[config.mk]
export PLATFORM = sky130hd
export DESIGN_NAME = directory_msg_queue
export DESIGN_NICKNAME = d
export VERILOG_FILES = /design/src/rtl/directory_msg_queue.sv
export SDC_FILE = /design/constraint.sdc
export NUM_CORES = 1
export LEC_CHECK = 0
export ABC_AREA = 0
export CAP_MARGIN = 10
export CORE_UTILIZATION = 53
export DETAILED_ROUTE_END_ITERATION = 8
export GPL_ROUTABILITY_DRIVEN = 0
export PLACE_DENSITY = 0.76
export SLEW_MARGIN = 30
export SYNTH_ARGS = -nofsm -noshare
export SYNTH_HDL_FRONTEND = slang
export SYNTH_SLANG_ARGS = --single-unit
[constraint.sdc]
create_clock -name clk -period 18.5 [get_ports clk]
set_clock_uncertainty 0.2 [all_clocks]
set_input_delay 1.85 -clock clk [delete_from_list [all_inputs] [get_ports clk]]
set_output_delay 1.85 -clock clk [all_outputs]
set_load 0.02 [all_outputs]
[src/rtl/directory_msg_queue.sv]
`default_nettype none
// +----------------------------------------------------------------------------+
// | Module      : directory_msg_queue                                          |
// | Description : Outbound message FIFO for one directory-bank target queue.   |
// |               Captures alloc/opcode pulses with the shared bank outputs    |
// |               and presents the oldest message over valid/ready (FWFT).     |
// |               Optional macro DIR_MSG_Q_DEDUP_EN drops an INV that repeats  |
// |               the tail entry (same line, dest and opcode).                 |
// | Revision    : 1.0 - initial release                                        |
// +----------------------------------------------------------------------------+
module directory_msg_queue #(
  parameter int CL_SIZE      = 128,
  parameter int DEPTH        = 8,
  parameter int AFULL_MARGIN = 2
) (
  input  logic                    clk,
  input  logic                    rst,
  input  logic                    alloc_in,
  input  logic [2:0]              operation_in,
  input  logic [31:0]             addr_in,
  input  logic [CL_SIZE-1:0]      data_in,
  input  logic [1:0]              src_in,
  input  logic [1:0]              dest_in,
  output logic                    valid_out,
  input  logic                    ready_in,
  output logic [2:0]              operation_out,
  output logic [31:0]             addr_out,
  output logic [CL_SIZE-1:0]      data_out,
  output logic [1:0]              src_out,
  output logic [1:0]              dest_out,
  output logic [$clog2(DEPTH):0]  count,
  output logic                    full,
  output logic                    almost_full,
  output logic                    empty,
  output logic                    overflow
);

  localparam int c_aw = $clog2(DEPTH);
  localparam int c_cw = c_aw + 1;
  // Entry layout, LSB first: dest, src, data, addr, operation
  localparam int c_ew       = CL_SIZE + 39;
  localparam int c_dest_lsb = 0;
  localparam int c_src_lsb  = 2;
  localparam int c_data_lsb = 4;
  localparam int c_addr_lsb = CL_SIZE + 4;
  localparam int c_op_lsb   = CL_SIZE + 36;
  localparam logic [c_cw-1:0] c_full_cnt  = c_cw'(DEPTH);
  localparam logic [c_cw-1:0] c_afull_cnt = c_cw'(DEPTH - AFULL_MARGIN);
  localparam logic [2:0]      c_op_noop   = 3'd0;

  logic [c_ew-1:0] r_mem [DEPTH];
  logic [c_aw-1:0] r_rd_ptr;
  logic [c_aw-1:0] r_wr_ptr;
  logic [c_cw-1:0] r_count;
  logic            r_overflow;

  logic            w_empty;
  logic            w_full;
  logic            w_pop;
  logic            w_req;
  logic            w_dup;
  logic            w_push;
  logic            w_drop;
  logic [c_ew-1:0] w_head;

  assign w_empty = (r_count == '0);
  assign w_full  = (r_count == c_full_cnt);
  assign w_pop   = !w_empty && ready_in;
  assign w_req   = alloc_in && (operation_in != c_op_noop);

`ifdef DIR_MSG_Q_DEDUP_EN
  localparam logic [2:0] c_op_inv = 3'd5;
  logic [c_aw-1:0] w_tail_idx;
  logic [2:0]      w_tail_op;
  logic [27:0]     w_tail_line;
  logic [1:0]      w_tail_dest;

  // The tail is the most recently written slot; it only counts while occupied.
  assign w_tail_idx  = r_wr_ptr - c_aw'(1);
  assign w_tail_op   = r_mem[w_tail_idx][c_op_lsb +: 3];
  assign w_tail_line = r_mem[w_tail_idx][c_addr_lsb + 4 +: 28];
  assign w_tail_dest = r_mem[w_tail_idx][c_dest_lsb +: 2];
  // A tail that is also the head being popped cannot absorb the duplicate.
  assign w_dup = (operation_in == c_op_inv) && !w_empty &&
                 (w_tail_op == c_op_inv) &&
                 (w_tail_line == addr_in[31:4]) &&
                 (w_tail_dest == dest_in) &&
                 !(w_pop && (r_count == c_cw'(1)));
`else
  assign w_dup = 1'b0;
`endif

  // A pop in the same cycle frees a slot, so a full queue can still accept.
  assign w_push = w_req && !w_dup && (!w_full || w_pop);
  assign w_drop = w_req && !w_dup && w_full && !w_pop;

  // Write the incoming message into the tail slot; storage is not reset.
  always_ff @(posedge clk) begin
    if (w_push) begin
      r_mem[r_wr_ptr] <= {operation_in, addr_in, data_in, src_in, dest_in};
    end
  end

  // Pointer, occupancy and sticky overflow bookkeeping.
  always_ff @(posedge clk or posedge rst) begin
    if (rst) begin
      r_rd_ptr   <= '0;
      r_wr_ptr   <= '0;
      r_count    <= '0;
      r_overflow <= 1'b0;
    end else begin
      if (w_push) r_wr_ptr <= r_wr_ptr + c_aw'(1);
      if (w_pop)  r_rd_ptr <= r_rd_ptr + c_aw'(1);
      r_count <= r_count + c_cw'(w_push) - c_cw'(w_pop);
      if (w_drop) r_overflow <= 1'b1;
    end
  end

  assign w_head = r_mem[r_rd_ptr];

  // First-word-fall-through head; fields read as zero while empty.
  always_comb begin
    operation_out = '0;
    addr_out      = '0;
    data_out      = '0;
    src_out       = '0;
    dest_out      = '0;
    if (!w_empty) begin
      operation_out = w_head[c_op_lsb +: 3];
      addr_out      = w_head[c_addr_lsb +: 32];
      data_out      = w_head[c_data_lsb +: CL_SIZE];
      src_out       = w_head[c_src_lsb +: 2];
      dest_out      = w_head[c_dest_lsb +: 2];
    end
  end

  assign valid_out   = !w_empty;
  assign empty       = w_empty;
  assign full        = w_full;
  assign almost_full = (r_count >= c_afull_cnt);
  assign count       = r_count;
  assign overflow    = r_overflow;

endmodule
`default_nettype wire

==> out/metrics.yaml <==
synth:
  ys_ff_latch: 1347
  synthCells: 2017
  ys_seq_area_frac: 0.8015
  synthFlopType: "edfxtp_1"
  mappedNetlistArea_mm2: 0.05040
  async_reset_ff_frac: 0.008166
  synth_cell_types: 32
  ys_warn_count: 0
  synth.avg_cell_area_um2: 24.99
  synth_nets: 2197
  synth_edf_count: 1336
worst_setup_path:
  arrival_ns: 4.83
  crit_family: "buffers and inverters"
  cpMostUsedCell: "buf_4"
  crit_path_top_delay_cell: "buf_4"
  r2r-start: "count[2]"
  worstPathMaxFanout: 65
  reg2reg_depth: 7
  path_buf_inv: 4
  cp-start-kind: "register"
  required_ns: 16.45
  worst_path_largest_cell_delay_ns: 0.86
  cp-end-kind: "primary output"
  setup.worst_path.class: "reg -> out"
  cp_cell_sequence: "buf_16, buf_4, buf_4, mux4_2, a22o_1, clkdlybuf4s50_1"
  r2r_slack_ns: 14.68
  r2r_end: "r_mem[2][74]"
placement:
  dp.cells: 3535
  dpl_worst_slack_ns: 12.19
  io_buffers: 346
  dp_hpwl_um: 54100
cts:
  holdBufCountCts: 0
  cts_sinks: 1347
  root_buffer: "clkbuf_16"
  clk_pin_slew_worst_paths_ns: 0.06
  cts_tree: "done"
  cts.path.max_buffers: 3
  cts_inserted_buffers: 134
  ctsResizeCount: 0
  cts_setup_buffers: 0
  clk_latency_ns: 0.72
  htreeDepth: 4
sta:
  min_period_over_period: 0.3717
  setup_viol: 0
  worst_pin_slew_ns: 0.9930
  finalHoldViolations: 0
  slew-limit-headroom: 0.3380
  fmax_ghz: 0.1454
  slew_violations: 0
  setup-tns-final_ns: 0
  layout_setup_ws_ns: 11.62
  period_needed_ns: 6.877
  rsz0062_at_grt: "false"
detailed_routing:
  wl_per_cell_um: 28.13
  antenna_left: 0
  drc_errors: 0
  dr.pass1.iters: 5
  routed-via-count: 22780
  vias_per_cell: 6.027
  drt_iter0_markers: 1828
  routed_wirelength_um: 106300
worst_hold_path:
  holdPathEnd: "overflow"
  whs_path_depth: 1
  hold_class: "reg -> reg"
  min-delay-start: "overflow"
global_route:
  use_met2: 0.3830
  grt_pass1_vias: 24700
  grt_use_total: 0.2243
  gr-total-overflow: 0
  grt_start_max_net_pins: 132
  top_usage_layer: "met2"
  grtUsageMet3: 0.06600
  grtUsageMet1: 0.2736
  antenna_found_initial: 19
  grt_pass1_wl_um: 155800
floorplanning:
  core-area_mm2: 0.09375
  std_cell_rows: 112
  ios: 347
  die_area_mm2: 0.09633
  start_util: 0.5376
  fp.dieH_um: 310.4
  die_x_um: 310.4
final_layout:
  fin_util: 0.6342
  nNetsFinal: 2599
  final_cells: 3780
  layout-drive-gt1-share: 0.2233
  areaGrowthSynthToFinish_pct: 17.97
power:
  p_leak_nw: 18.84
  power_density_mw_per_mm2: 166.9
  worst_ir_drop_vdd_mv: 0.1227
run:
  max_cap_violations: 0
run_status:
  status: "completed"
-- metal layers --
metal / up-vias / share of wire
met5: - / 0.0018
met4: 30 / 0.024
met3: 195 / 0.080
met2: 803 / 0.53
met1: 12130 / 0.37
li1: 9623 / -
-- registers in the layout, summed over array words and instances (netlist names) --
signal and flops:
count 4, r_rd_ptr 3, r_wr_ptr 3, r_mem 1336, overflow 1
-- cells by family after synthesis --
kind of cell | synth area share
AOI/OAI and AO/OA | 0.03007
DFF | 0.8015
buffers and inverters | 0.01276
muxes | 0.1499
and+or+nand+nor | 0.002334
adders and majority gates | 0.002383
xor gates and xnor gates | 0.001043
-- per-stage QoR --
step,power [mW],cell area (µm²),hold WS [ns]
finish,9.921,59450,0.2867
global route,10.32,59450,0.3145
global placement,7.409,55230,0.2559
floorplan,6.249,50400,0.2592
detailed placement,7.482,55260,0.2790
CTS,10.04,59380,0.2922
-- synth_stat cells (2+ instances only) --
master / number / area share
a22o_1: 167 / 0.029
nor2_1: 6 / 0.00045
nor3_1: 4 / 0.00040
o211ai_1: 2 / 0.00030
ha_1: 8 / 0.0020
dfrtp_1: 11 / 0.0055
nand2b_1: 2 / 0.00025
inv_1: 8 / 0.00060
clkbuf_1: 38 / 0.0028
edfxtp_1: 1336 / 0.80
xnor2_1: 5 / 0.00087
nand2_1: 4 / 0.00030
buf_4: 5 / 0.00074
buf_1: 14 / 0.0010
mux2_2: 2 / 0.00045
a21o_1: 2 / 0.00030
buf_6: 16 / 0.0036
buf_2: 40 / 0.0040
mux4_2: 334 / 0.15
-- how the worst max path moves through the flow --
stage / startpoint / endpoint / slack (ns) / cells past startpoint
final: r_rd_ptr[1] / data_out[60] / 11.62 / 6
after global routing: r_rd_ptr[1] / data_out[60] / 11.45 / 6
after CTS: r_rd_ptr[0] / data_out[57] / 11.38 / 5
after detailed placement: r_rd_ptr[0] / data_out[57] / 12.19 / 5
after global placement: r_rd_ptr[0] / data_out[58] / 12.02 / 5
after floorplan: ready_in / r_mem[4][0] / 3.77 / 3
-- cell usage in the layout, fill, tap and decap left out, drive strengths merged, types with 5 or more instances in the layout --
cell,n
xnor2,5
clkdlybuf4s50,346
buf,33
dfrtp,11
mux4,334
clkinv,53
ha,8
diode,5
clkbuf,172
inv,13
bufinv,6
nor2,6
edfxtp,1336
a22o,167
-- where the power goes --
group / switching [mW] / leakage [nW] / internal (mW) / total [mW]
Sequential: 0.126 / 12.2 / 3.78 / 3.91
Clock: 1.09 / 2.01 / 1.45 / 2.54
Combinational: 1.86 / 4.59 / 1.61 / 3.47
-- area by class of cell --
type / instances / area [µm²]
flip-flops and latches: 1347 / 40400
fillers: 6036 / 34300
multi-input cells: 549 / 9428
repair buffers: 379 / 3895
clock buffers: 172 / 3581
well taps: 1254 / 1569
clock inverters: 66 / 536.8
inverters: 8 / 30.03
diodes: 5 / 12.51
Note: power is estimated with default switching activity, not from simulation.
